## src/rtl/tl_arbiter_rr4_pkg.sv

```systemverilog
// Shared definitions for the transaction-layer round-robin arbiter:
// requester count, word/class field geometry and FSM encodings.
package tl_arbiter_rr4_pkg;

    localparam int NUM_REQ   = 4;
    localparam int REQ_W     = 2;
    localparam int TL_DATA_W = 10;
    // Destination class occupies the top CLS_W bits of each word.
    localparam int CLS_W     = 2;
    // Wide enough for BURST_LEN up to 15.
    localparam int BCNT_W    = 4;

    typedef enum logic {
        ST_IDLE  = 1'b0,
        ST_BURST = 1'b1
    } arb_state_e;

    // One-hot to index; returns 0 for an all-zero vector.
    function automatic logic [REQ_W-1:0] oh2idx(input logic [NUM_REQ-1:0] oh);
        logic [REQ_W-1:0] idx;
        idx = '0;
        for (int i = 0; i < NUM_REQ; i++) begin
            if (oh[i]) idx = REQ_W'(i);
        end
        return idx;
    endfunction

endpackage

```

## src/rtl/rr_prio_pick4.sv

```systemverilog
// Rotating-priority picker: first set bit of elig_i starting at ptr_i,
// wrapping 3 -> 0. Purely combinational.
module rr_prio_pick4
    import tl_arbiter_rr4_pkg::*;
(
    input  logic [NUM_REQ-1:0] elig_i,
    input  logic [REQ_W-1:0]   ptr_i,
    output logic [NUM_REQ-1:0] grant_o,
    output logic               valid_o
);

    logic [REQ_W-1:0] idx;

    // Walk the requesters from ptr_i; the 2-bit index wraps naturally.
    always_comb begin
        grant_o = '0;
        valid_o = 1'b0;
        idx     = '0;
        for (int k = 0; k < NUM_REQ; k++) begin
            idx = ptr_i + REQ_W'(k);
            if (!valid_o && elig_i[idx]) begin
                grant_o[idx] = 1'b1;
                valid_o      = 1'b1;
            end
        end
    end

endmodule

```

## src/rtl/tl_arbiter_rr4.sv

```systemverilog
// Four-way round-robin arbiter with bounded bursts between the VC input
// FIFOs and the destination FIFOs. Pop is combinational in the grant
// cycle; push/data_out follow one clock later.
module tl_arbiter_rr4
    import tl_arbiter_rr4_pkg::*;
#(
    parameter int DATA_W    = TL_DATA_W,
    parameter int BURST_LEN = 2
) (
    input  logic              clk,
    input  logic              reset,
    input  logic              state,
    input  logic [3:0]        empty,
    input  logic [DATA_W-1:0] data_in0,
    input  logic [DATA_W-1:0] data_in1,
    input  logic [DATA_W-1:0] data_in2,
    input  logic [DATA_W-1:0] data_in3,
    input  logic [3:0]        almost_full,
    output logic [3:0]        pop,
    output logic [3:0]        push,
    output logic [DATA_W-1:0] data_out,
    output logic              idle
);

    localparam logic [BCNT_W-1:0] BURST_MAX = BCNT_W'(BURST_LEN);

    logic [NUM_REQ-1:0][DATA_W-1:0] din;
    logic [NUM_REQ-1:0][CLS_W-1:0]  dest;
    logic [NUM_REQ-1:0]             elig;

    arb_state_e          fsm_q, fsm_d;
    logic [REQ_W-1:0]    ptr_q, ptr_d;
    logic [REQ_W-1:0]    cur_q, cur_d;
    logic [BCNT_W-1:0]   cnt_q, cnt_d;
    logic [3:0]          push_q, push_d;
    logic [DATA_W-1:0]   data_q, data_d;
    logic                idle_q, idle_d;

    logic                keep_cur;
    logic [NUM_REQ-1:0]  pick_elig;
    logic [REQ_W-1:0]    pick_ptr;
    logic [NUM_REQ-1:0]  pick_grant;
    logic                pick_valid;
    logic [NUM_REQ-1:0]  grant;
    logic                gnt_vld;
    logic [REQ_W-1:0]    gidx;

    assign din = {data_in3, data_in2, data_in1, data_in0};

    // Destination class and eligibility of each head word.
    always_comb begin
        dest = '0;
        elig = '0;
        for (int i = 0; i < NUM_REQ; i++) begin
            dest[i] = din[i][DATA_W-1 -: CLS_W];
            elig[i] = state & ~empty[i] & ~almost_full[dest[i]];
        end
    end

    // Picker setup: leaving a burst searches the others from cur+1.
    always_comb begin
        keep_cur  = (fsm_q == ST_BURST) && (cnt_q < BURST_MAX) && elig[cur_q];
        pick_ptr  = ptr_q;
        pick_elig = elig;
        if (fsm_q == ST_BURST) begin
            pick_ptr  = cur_q + 2'd1;
            pick_elig = elig & ~(4'b0001 << cur_q);
        end
    end

    rr_prio_pick4 u_pick (
        .elig_i  (pick_elig),
        .ptr_i   (pick_ptr),
        .grant_o (pick_grant),
        .valid_o (pick_valid)
    );

    // Next-state: burst continuation, burst exit with pointer advance, or fresh pick.
    always_comb begin
        fsm_d   = fsm_q;
        ptr_d   = ptr_q;
        cur_d   = cur_q;
        cnt_d   = cnt_q;
        grant   = '0;
        gnt_vld = 1'b0;
        gidx    = cur_q;
        if (!state) begin
            // Hold: no grants, drop ownership but keep the pointer.
            fsm_d = ST_IDLE;
        end else if (keep_cur) begin
            grant   = 4'b0001 << cur_q;
            gnt_vld = 1'b1;
            cnt_d   = cnt_q + 4'd1;
        end else begin
            if (fsm_q == ST_BURST) ptr_d = pick_ptr;
            if (pick_valid) begin
                grant   = pick_grant;
                gnt_vld = 1'b1;
                gidx    = oh2idx(pick_grant);
                cur_d   = gidx;
                cnt_d   = 4'd1;
                fsm_d   = ST_BURST;
            end else begin
                fsm_d = ST_IDLE;
            end
        end
    end

    // Registered forward path: push one-hot on destination class, hold data otherwise.
    always_comb begin
        push_d = gnt_vld ? (4'b0001 << dest[gidx]) : 4'b0000;
        data_d = gnt_vld ? din[gidx] : data_q;
        idle_d = (&empty) & ~gnt_vld;
    end

    // State and output registers; reset discards any pending push.
    always_ff @(posedge clk or posedge reset) begin
        if (reset) begin
            fsm_q  <= ST_IDLE;
            ptr_q  <= '0;
            cur_q  <= '0;
            cnt_q  <= '0;
            push_q <= '0;
            data_q <= '0;
            idle_q <= 1'b1;
        end else begin
            fsm_q  <= fsm_d;
            ptr_q  <= ptr_d;
            cur_q  <= cur_d;
            cnt_q  <= cnt_d;
            push_q <= push_d;
            data_q <= data_d;
            idle_q <= idle_d;
        end
    end

    assign pop      = reset ? 4'b0000 : grant;
    assign push     = push_q;
    assign data_out = data_q;
    assign idle     = idle_q;

endmodule

```

## config.mk

```make
export PLATFORM = sky130hd
export DESIGN_NAME = tl_arbiter_rr4
export DESIGN_NICKNAME = d
export VERILOG_FILES = /design/src/rtl/tl_arbiter_rr4_pkg.sv /design/src/rtl/rr_prio_pick4.sv /design/src/rtl/tl_arbiter_rr4.sv
export SDC_FILE = /design/constraint.sdc
export NUM_CORES = 1
export LEC_CHECK = 0
export ABC_AREA = 1
export CAP_MARGIN = 20
export CORE_ASPECT_RATIO = 0.7
export CORE_UTILIZATION = 48
export CTS_CLUSTER_SIZE = 16
export DETAILED_ROUTE_END_ITERATION = 8
export HOLD_SLACK_MARGIN = 0.06
export MAX_ROUTING_LAYER = met4
export PLACE_DENSITY = 0.91
export SETUP_SLACK_MARGIN = 0.1
export SLEW_MARGIN = 25
export SYNTH_ARGS = -nofsm -noshare
export SYNTH_HDL_FRONTEND = slang
export SYNTH_HIERARCHICAL = 1
export SYNTH_SLANG_ARGS = --single-unit
```

## constraint.sdc

```tcl
create_clock -name clk -period 6 [get_ports clk]
set_clock_uncertainty 0.1 [all_clocks]
set_input_delay 1.8 -clock clk [delete_from_list [all_inputs] [get_ports clk]]
set_output_delay 1.8 -clock clk [all_outputs]
set_load 0.01 [all_outputs]
```

[Yosys cells after proc, flatten, opt, wreduce, memory -nomap -nowiden]
Index checks and enable logic that the tools add are counted.
W data, S select, Z words.
Operators by class
  add/subtract/negate cells: 5
  multiply operators: 0
  div/mod/pow operators: 0
  magnitude comparators: 15
  equality and inequality tests: 1
  shift operators: 2
  mux-type cells: 58
  bitwise gates (word level): 24
  reduce and logical (&&, ||, !) cells: 16
Operator list (number)
  $mux W4: 12
  $lt A2 B3 Y1 const B: 10
  $mux W1: 23
  $bmux W10 S2: 1
  $bmux W1 S2: 9
  $mux W2: 7
  $or A4 B4 Y4: 3
  $mux W10: 1
  $not A1 Y1: 10
  $and A1 B1 Y1: 9
  $logic_and A1 B1 Y1: 9
  $demux W1 S2: 4
  $ge A2 B1 Y1 const B: 4
  $shl A1 B2 Y4 const A: 2
  $add A2 B1 Y2 const B: 2
  $add A2 B2 Y2 const B: 2
  $add A4 B1 Y4 const B: 1
  $and A4 B4 Y4: 1
  $bmux W2 S2: 1
  $lt A4 B2 Y1 const B: 1
  $not A4 Y4: 1
  $reduce_and A4 Y1: 1
  $logic_not A1 Y1: 3
  $reduce_and A3 Y1: 1
  3 further kinds: 3
Storage, ports and cells
  register bits after elaboration: 24
  latch bits: 0
  bits in writable memories: 0
  ROM bits: 0
  input bits: 51
  output and inout port bits: 19
  word-level logic and storage cells: 128
  memories kept: 0

[Depth between registers and ports, before layout]
  depth in word-level cells: 28
  mapped depth: 26
  gate-level depth less buffers: 25

[Cells and area by module]
Netlist, hierarchy kept.
Modules (own cells, without submodules)
  tl_arbiter_rr4: instances 1, cells an instance 267, area each 1844.3 um^2, seq. area each 601.8 um^2
  rr_prio_pick4: instances 1, cells an instance 76, area each 419.2 um^2, seq. area each 0.0 um^2

[Worst setup path after synthesis]
OpenSTA, ideal clock, no wires.
  path kind: input-to-output
  from: input port almost_full[3]
  to: output port pop[3]
  data arrival time: 3.418 ns
  path slack: 0.682 ns
  stages on the path: 16
  cells stage by stage: inv_1 > nand2_1 > o211ai_1 > nand3_1 > a21oi_1 > nand2_1 > nand3_4 > nand2_4 > nand2_2 > nor2_4 > nand2_1 > inv_1 > or2_1 > inv_2 > nand2_1 > a21oi_1
On the way
  word-level cells in the longest chain between the ends: 22
  elaborated cells between the ends (all ways): 50
Ends and longest elaborated chain
  start, declared: RTL line tl_arbiter_rr4.sv:18  | input logic [3:0] almost_full,
  $bmux W1 S2 (*): RTL line tl_arbiter_rr4.sv:56  | elig[i] = state & ~empty[i] & ~almost_full[dest[i]];
  $mux W1 (implied by the code) (*): RTL line tl_arbiter_rr4.sv:56
  $not A1 Y1 (*): RTL line tl_arbiter_rr4.sv:56
  $and A1 B1 Y1 (*): RTL line tl_arbiter_rr4.sv:56
  $and A4 B4 Y4: RTL line tl_arbiter_rr4.sv:67  | pick_elig = elig & ~(4'b0001 << cur_q);
  $mux W4 (*): RTL line tl_arbiter_rr4.sv:65  | if (fsm_q == ST_BURST) begin
  named net pick_elig[3]: RTL line tl_arbiter_rr4.sv:40  | logic [NUM_REQ-1:0] pick_elig;
  $bmux W1 S2: RTL line rr_prio_pick4.sv:21  | if (!valid_o && elig_i[idx]) begin
  [8 not listed]
  $logic_not A1 Y1: RTL line rr_prio_pick4.sv:21
  $logic_and A1 B1 Y1: RTL line rr_prio_pick4.sv:21
  $mux W1 (*): RTL line rr_prio_pick4.sv:21
  named net pick_valid: RTL line tl_arbiter_rr4.sv:43  | logic pick_valid;
  $mux W4 (*): RTL line tl_arbiter_rr4.sv:96  | if (pick_valid) begin
  $mux W4 (*): RTL line tl_arbiter_rr4.sv:90  | end else if (keep_cur) begin
  $mux W4 (*): RTL line tl_arbiter_rr4.sv:87  | if (!state) begin
  $mux W4 (*): RTL line tl_arbiter_rr4.sv:137  | assign pop = reset ? 4'b0000 : grant;
  end, declared: RTL line tl_arbiter_rr4.sv:19  | output logic [3:0] pop,
Mark *: on every way through the listed nets, which the timed path passes. The rest lies on a longest branch. The select of a mux whose other input is x is not followed.

[Worst setup path after layout]
  from: input port data_in3[8]
  to: output port pop[1]
On the way
  word-level cells in the longest chain between the ends: 22
  elaborated cells between the ends (all ways): 38
Ends and longest elaborated chain
  start, declared: RTL line tl_arbiter_rr4.sv:17  | input logic [DATA_W-1:0] data_in3,
  $bmux W1 S2 (*): RTL line tl_arbiter_rr4.sv:56
  $mux W1 (implied by the code) (*): RTL line tl_arbiter_rr4.sv:56
  $not A1 Y1 (*): RTL line tl_arbiter_rr4.sv:56
  $and A1 B1 Y1 (*): RTL line tl_arbiter_rr4.sv:56
  $and A4 B4 Y4: RTL line tl_arbiter_rr4.sv:67
  $mux W4 (*): RTL line tl_arbiter_rr4.sv:65
  named net pick_elig[3]: RTL line tl_arbiter_rr4.sv:40
  $bmux W1 S2: RTL line rr_prio_pick4.sv:21
  [8 not listed]
  $logic_not A1 Y1: RTL line rr_prio_pick4.sv:21
  $logic_and A1 B1 Y1: RTL line rr_prio_pick4.sv:21
  $mux W1 (*): RTL line rr_prio_pick4.sv:21
  named net pick_valid: RTL line tl_arbiter_rr4.sv:43
  $mux W4 (*): RTL line tl_arbiter_rr4.sv:96
  $mux W4 (*): RTL line tl_arbiter_rr4.sv:90
  $mux W4 (*): RTL line tl_arbiter_rr4.sv:87
  $mux W4 (*): RTL line tl_arbiter_rr4.sv:137
Marked as above.

==> metrics.sh <==
GRT_REMAINING_OVERFLOW=0
VIA_COUNT=3006
HOLD_PATH.CLASS='flop to flop'
ANTENNA_FOUND_INITIAL=0
CRIT_TYPE='input pin to output pin'
SYNTH.NET_COUNT=405
DRIVE_ABOVE_1_SHARE_PCT=24.94
NUM-NETS-FINAL=504
TIMING.CRITICAL_PATH.SLOWEST_CELL_DELAY_NS=0.36
LAYOUT.CELL_AREA.NON_FILLER_UM2=3366
PLACED_CELL_AREA_UM2=3154
SYNTHESIS.YOSYS.WARNINGS=6
TIMING.CRITICAL_PATH.CELLS='dlygate4sd2_1 -> o211ai_1 -> nand3_2 -> a21oi_2 -> nand2_1 -> nand3_1 -> o21a_1 -> inv_1 -> nand2_2 -> inv_1 -> or2_1 -> inv_2 -> nand2_1 -> a21oi_1 -> buf_2'
SYNTH_SEQ_AREA_SHARE_PCT=26.59
SYNTH.CELL_AREA_UM2=2263
DIE-HEIGHT_UM=59.45
TRITONCTS_BUFFERS=3
DIE_X_UM=84.08
AREA.GROWTH.SYNTH_TO_FINAL_PCT=48.70
START_UTIL_PCT=51.10
WIRE_PER_INST_UM=17.34
DETAIL-ROUTE-ANTENNA-NETS=0
CTS.PATH.MAX_BUFFERS=2
MAX_FREQ_MHz=167.2
GP_CONGESTION=1.039
LARGEST_NET_DEGREE_AT_THE_START_OF_GLOBAL_ROUTING=25
MAXSLEWVIOLCOUNT=0
TRITONCTS_CLOCK_TREE='yes'
CAP_VIOL_MAX_COUNT=0
CLOCK_SINK_COUNT=24
MAXSLEWHEADROOM_PCT=71.89
POST_SYNTH_INST_COUNT=343
H-TREE-DEPTH=1
SYNTH_AREA_PER_CELL_UM2=6.599
WORST_SETUP_PATH_END_KIND='output pin'
CLK-INSERTION-DELAY-LATE_NS=0.28
GRT_UTIL_ALL_LAYERS_PCT=32.30
ROUTE.FINAL.WIRE_LENGTH_UM=8599
DETAILED_PLACE_HPWL_UM=5771
REPORT.FINAL.HOLD_VIOL_COUNT=0
STD_CELL_ROWS=20
DRTITER0DRC=465
LAYOUT_COMMON_CELLS='sky130_fd_sc_hd__nand2_1, sky130_fd_sc_hd__nand3_1, sky130_fd_sc_hd__clkdlybuf4s50_1, sky130_fd_sc_hd__buf_4, sky130_fd_sc_hd__inv_1'
WORSTPATHREQUIRED_NS=4.10
POST-ROUTE-DRC-COUNT=2
VIAS_IN_THE_FIRST_GLOBAL_ROUTE=2614
CTS_ROOT_BUFFER='sky130_fd_sc_hd__clkbuf_8'
PORTS_PLACED_ON_THE_BOUNDARY=70
FIN_UTIL_PCT=75.99
SETUP.WORST_PATH.START_CLASS='input pin'
DRT_FIRST_PASS_ITERS=9
WORSTPATHMAXFANOUT=5
YS_FF_LATCH=24
CTS_HOLD_REPAIR.BUFFERS=0
DIE_AREA_UM2=4998
RATIO_OF_FINAL_MINIMUM_PERIOD_TO_CLOCK_PERIOD_PCT=99.70
REPORT.FINAL.SETUP_VIOL=0
GRT_FIRST_PASS_WIRELENGTH_UM=12110
DIODES=0
DRT-VIAS-PER-INSTANCE=6.060
CRITICAL_PATH.SLOWEST_CELL='sky130_fd_sc_hd__o211ai_1'
WORST_PIN_SLEW_NS=0.4213
SYNTH_CELL_TYPES=29
PLACEMENT.IO_BUFFERS=69
FINAL_COMMON_CELL='sky130_fd_sc_hd__nand2_1'
RESULT_OF_THE_RUN='finished with violations'
FINAL.MIN_CLOCK_PERIOD_NS=5.982
CORE_AREA_UM2=4429
CLK_PIN_SLEW_NS=0.09
VIOLATIONS='DRC'
TIMING.CRITICAL_PATH.ARRIVAL_NS=4.08
-- registers in the layout, indices dropped and copies added, names as in the netlist --
signal	cells
ptr_q	2
data_out	10
cnt_q	4
idle	1
push	4
cur_q	2
fsm_q	1
-- what timing repair did --
item                                    CTS  global route
buffers inserted                          1             4
pin swaps                                 5            16
endpoints found under the setup margin    4             4
gates cloned                              0             0
gates resized for setup                  36            29
hold endpoints to repair                  0             0
-- per-layer routing --
metal / track usage [%] / routed length (um)
met5: - / 0
met4: 10.34 / 517
met3: 10.03 / 1135
met2: 52.58 / 3758
met1: 38.86 / 3187
-- cell usage after synthesis --
cell	n	area share (%)
sky130_fd_sc_hd__nand2_1	107	18
sky130_fd_sc_hd__nand3_1	75	17
sky130_fd_sc_hd__inv_1	33	5.5
sky130_fd_sc_hd__dfrtp_1	23	25
sky130_fd_sc_hd__nor2_1	23	3.8
sky130_fd_sc_hd__nand2_2	12	3.3
sky130_fd_sc_hd__ha_1	11	6.1
sky130_fd_sc_hd__a21oi_1	10	2.2
sky130_fd_sc_hd__inv_2	7	1.2
sky130_fd_sc_hd__nand3_2	7	3.1
sky130_fd_sc_hd__nand4_1	5	1.4
sky130_fd_sc_hd__buf_6	4	2.0
sky130_fd_sc_hd__o21ai_0	4	0.88
sky130_fd_sc_hd__nand2_4	3	1.5
sky130_fd_sc_hd__nand3_4	3	2.3
sky130_fd_sc_hd__a22oi_1	2	0.66
sky130_fd_sc_hd__buf_2	2	0.44
sky130_fd_sc_hd__a22o_1	1	0.39
sky130_fd_sc_hd__and3_1	1	0.28
sky130_fd_sc_hd__buf_12	1	0.88
sky130_fd_sc_hd__buf_4	1	0.33
sky130_fd_sc_hd__clkbuf_1	1	0.17
sky130_fd_sc_hd__dfstp_2	1	1.2
sky130_fd_sc_hd__nand3b_1	1	0.33
sky130_fd_sc_hd__nor2_4	1	0.50
sky130_fd_sc_hd__nor4_4	1	0.94
sky130_fd_sc_hd__o211ai_1	1	0.33
sky130_fd_sc_hd__o21a_1	1	0.33
sky130_fd_sc_hd__or2_1	1	0.28
-- per-stage QoR --
stage	TNS, ns	hold WS (ns)	setup slack [ns]	cells
2_1_floorplan	0	0.3461	0.6819	343
3_3_place_gp	-1.277	0.3577	-0.3222	487
3_5_place_dp	-1.625	0.3684	-0.4312	487
4_1_cts	0	0.3840	0.1303	492
5_1_grt	-0.01727	0.4090	-0.01727	496
6_report	0	0.3881	0.01825	496
-- kinds of logic after synthesis --
logic type	Yosys count	share of synthesized area, %
DFF	24	26.59
adders and majority gates	11	6.081
and+or+nand+nor	240	52.07
buffers and inverters	49	10.45
AOI/OAI and AO/OA	19	4.810
-- cell type report --
type                       count  area [um2]
multi-input combinational    270        1534
fill                         278        1064
timing repair buffer         103       939.7
sequential                    24       601.8
inverter                      40       150.1
tap                           55       68.82
clock buffer                   3       41.29
clock inverter                 1       30.03
-- critical path: cells and delay by family --
kind                   cells  cell delay (ns)
AND/OR/NAND/NOR            6             0.69
buffers and inverters      5             0.66
AO/OA/AOI/OAI              4             0.95
-- final timing paths --
path | startpoint | end | slack (ns) | depth (start not counted)
setup / recovery | data_in3[8] | pop[1] | 0.02 | 15
max in group asynchronous | reset | idle$_DFF_PP1_ | 3.69 | 3
min in group asynchronous | reset | data_out[5]$_DFFE_PP0P_ | 1.83 | 3
hold / removal | cnt_q[0]$_DFFE_PP0P_ | cnt_q[0]$_DFFE_PP0P_ | 0.39 | 1
setup reg to reg | cur_q[0]$_DFF_PP0_ | push[0]$_DFF_PP0_ | 1.34 | 24
hold reg to reg | cnt_q[0]$_DFFE_PP0P_ | cnt_q[0]$_DFFE_PP0P_ | 0.39 | 1
Power is left out: the tool's default activity adds up to more than one toggle a clock period on the data nets, which glitch-free logic cannot reach.
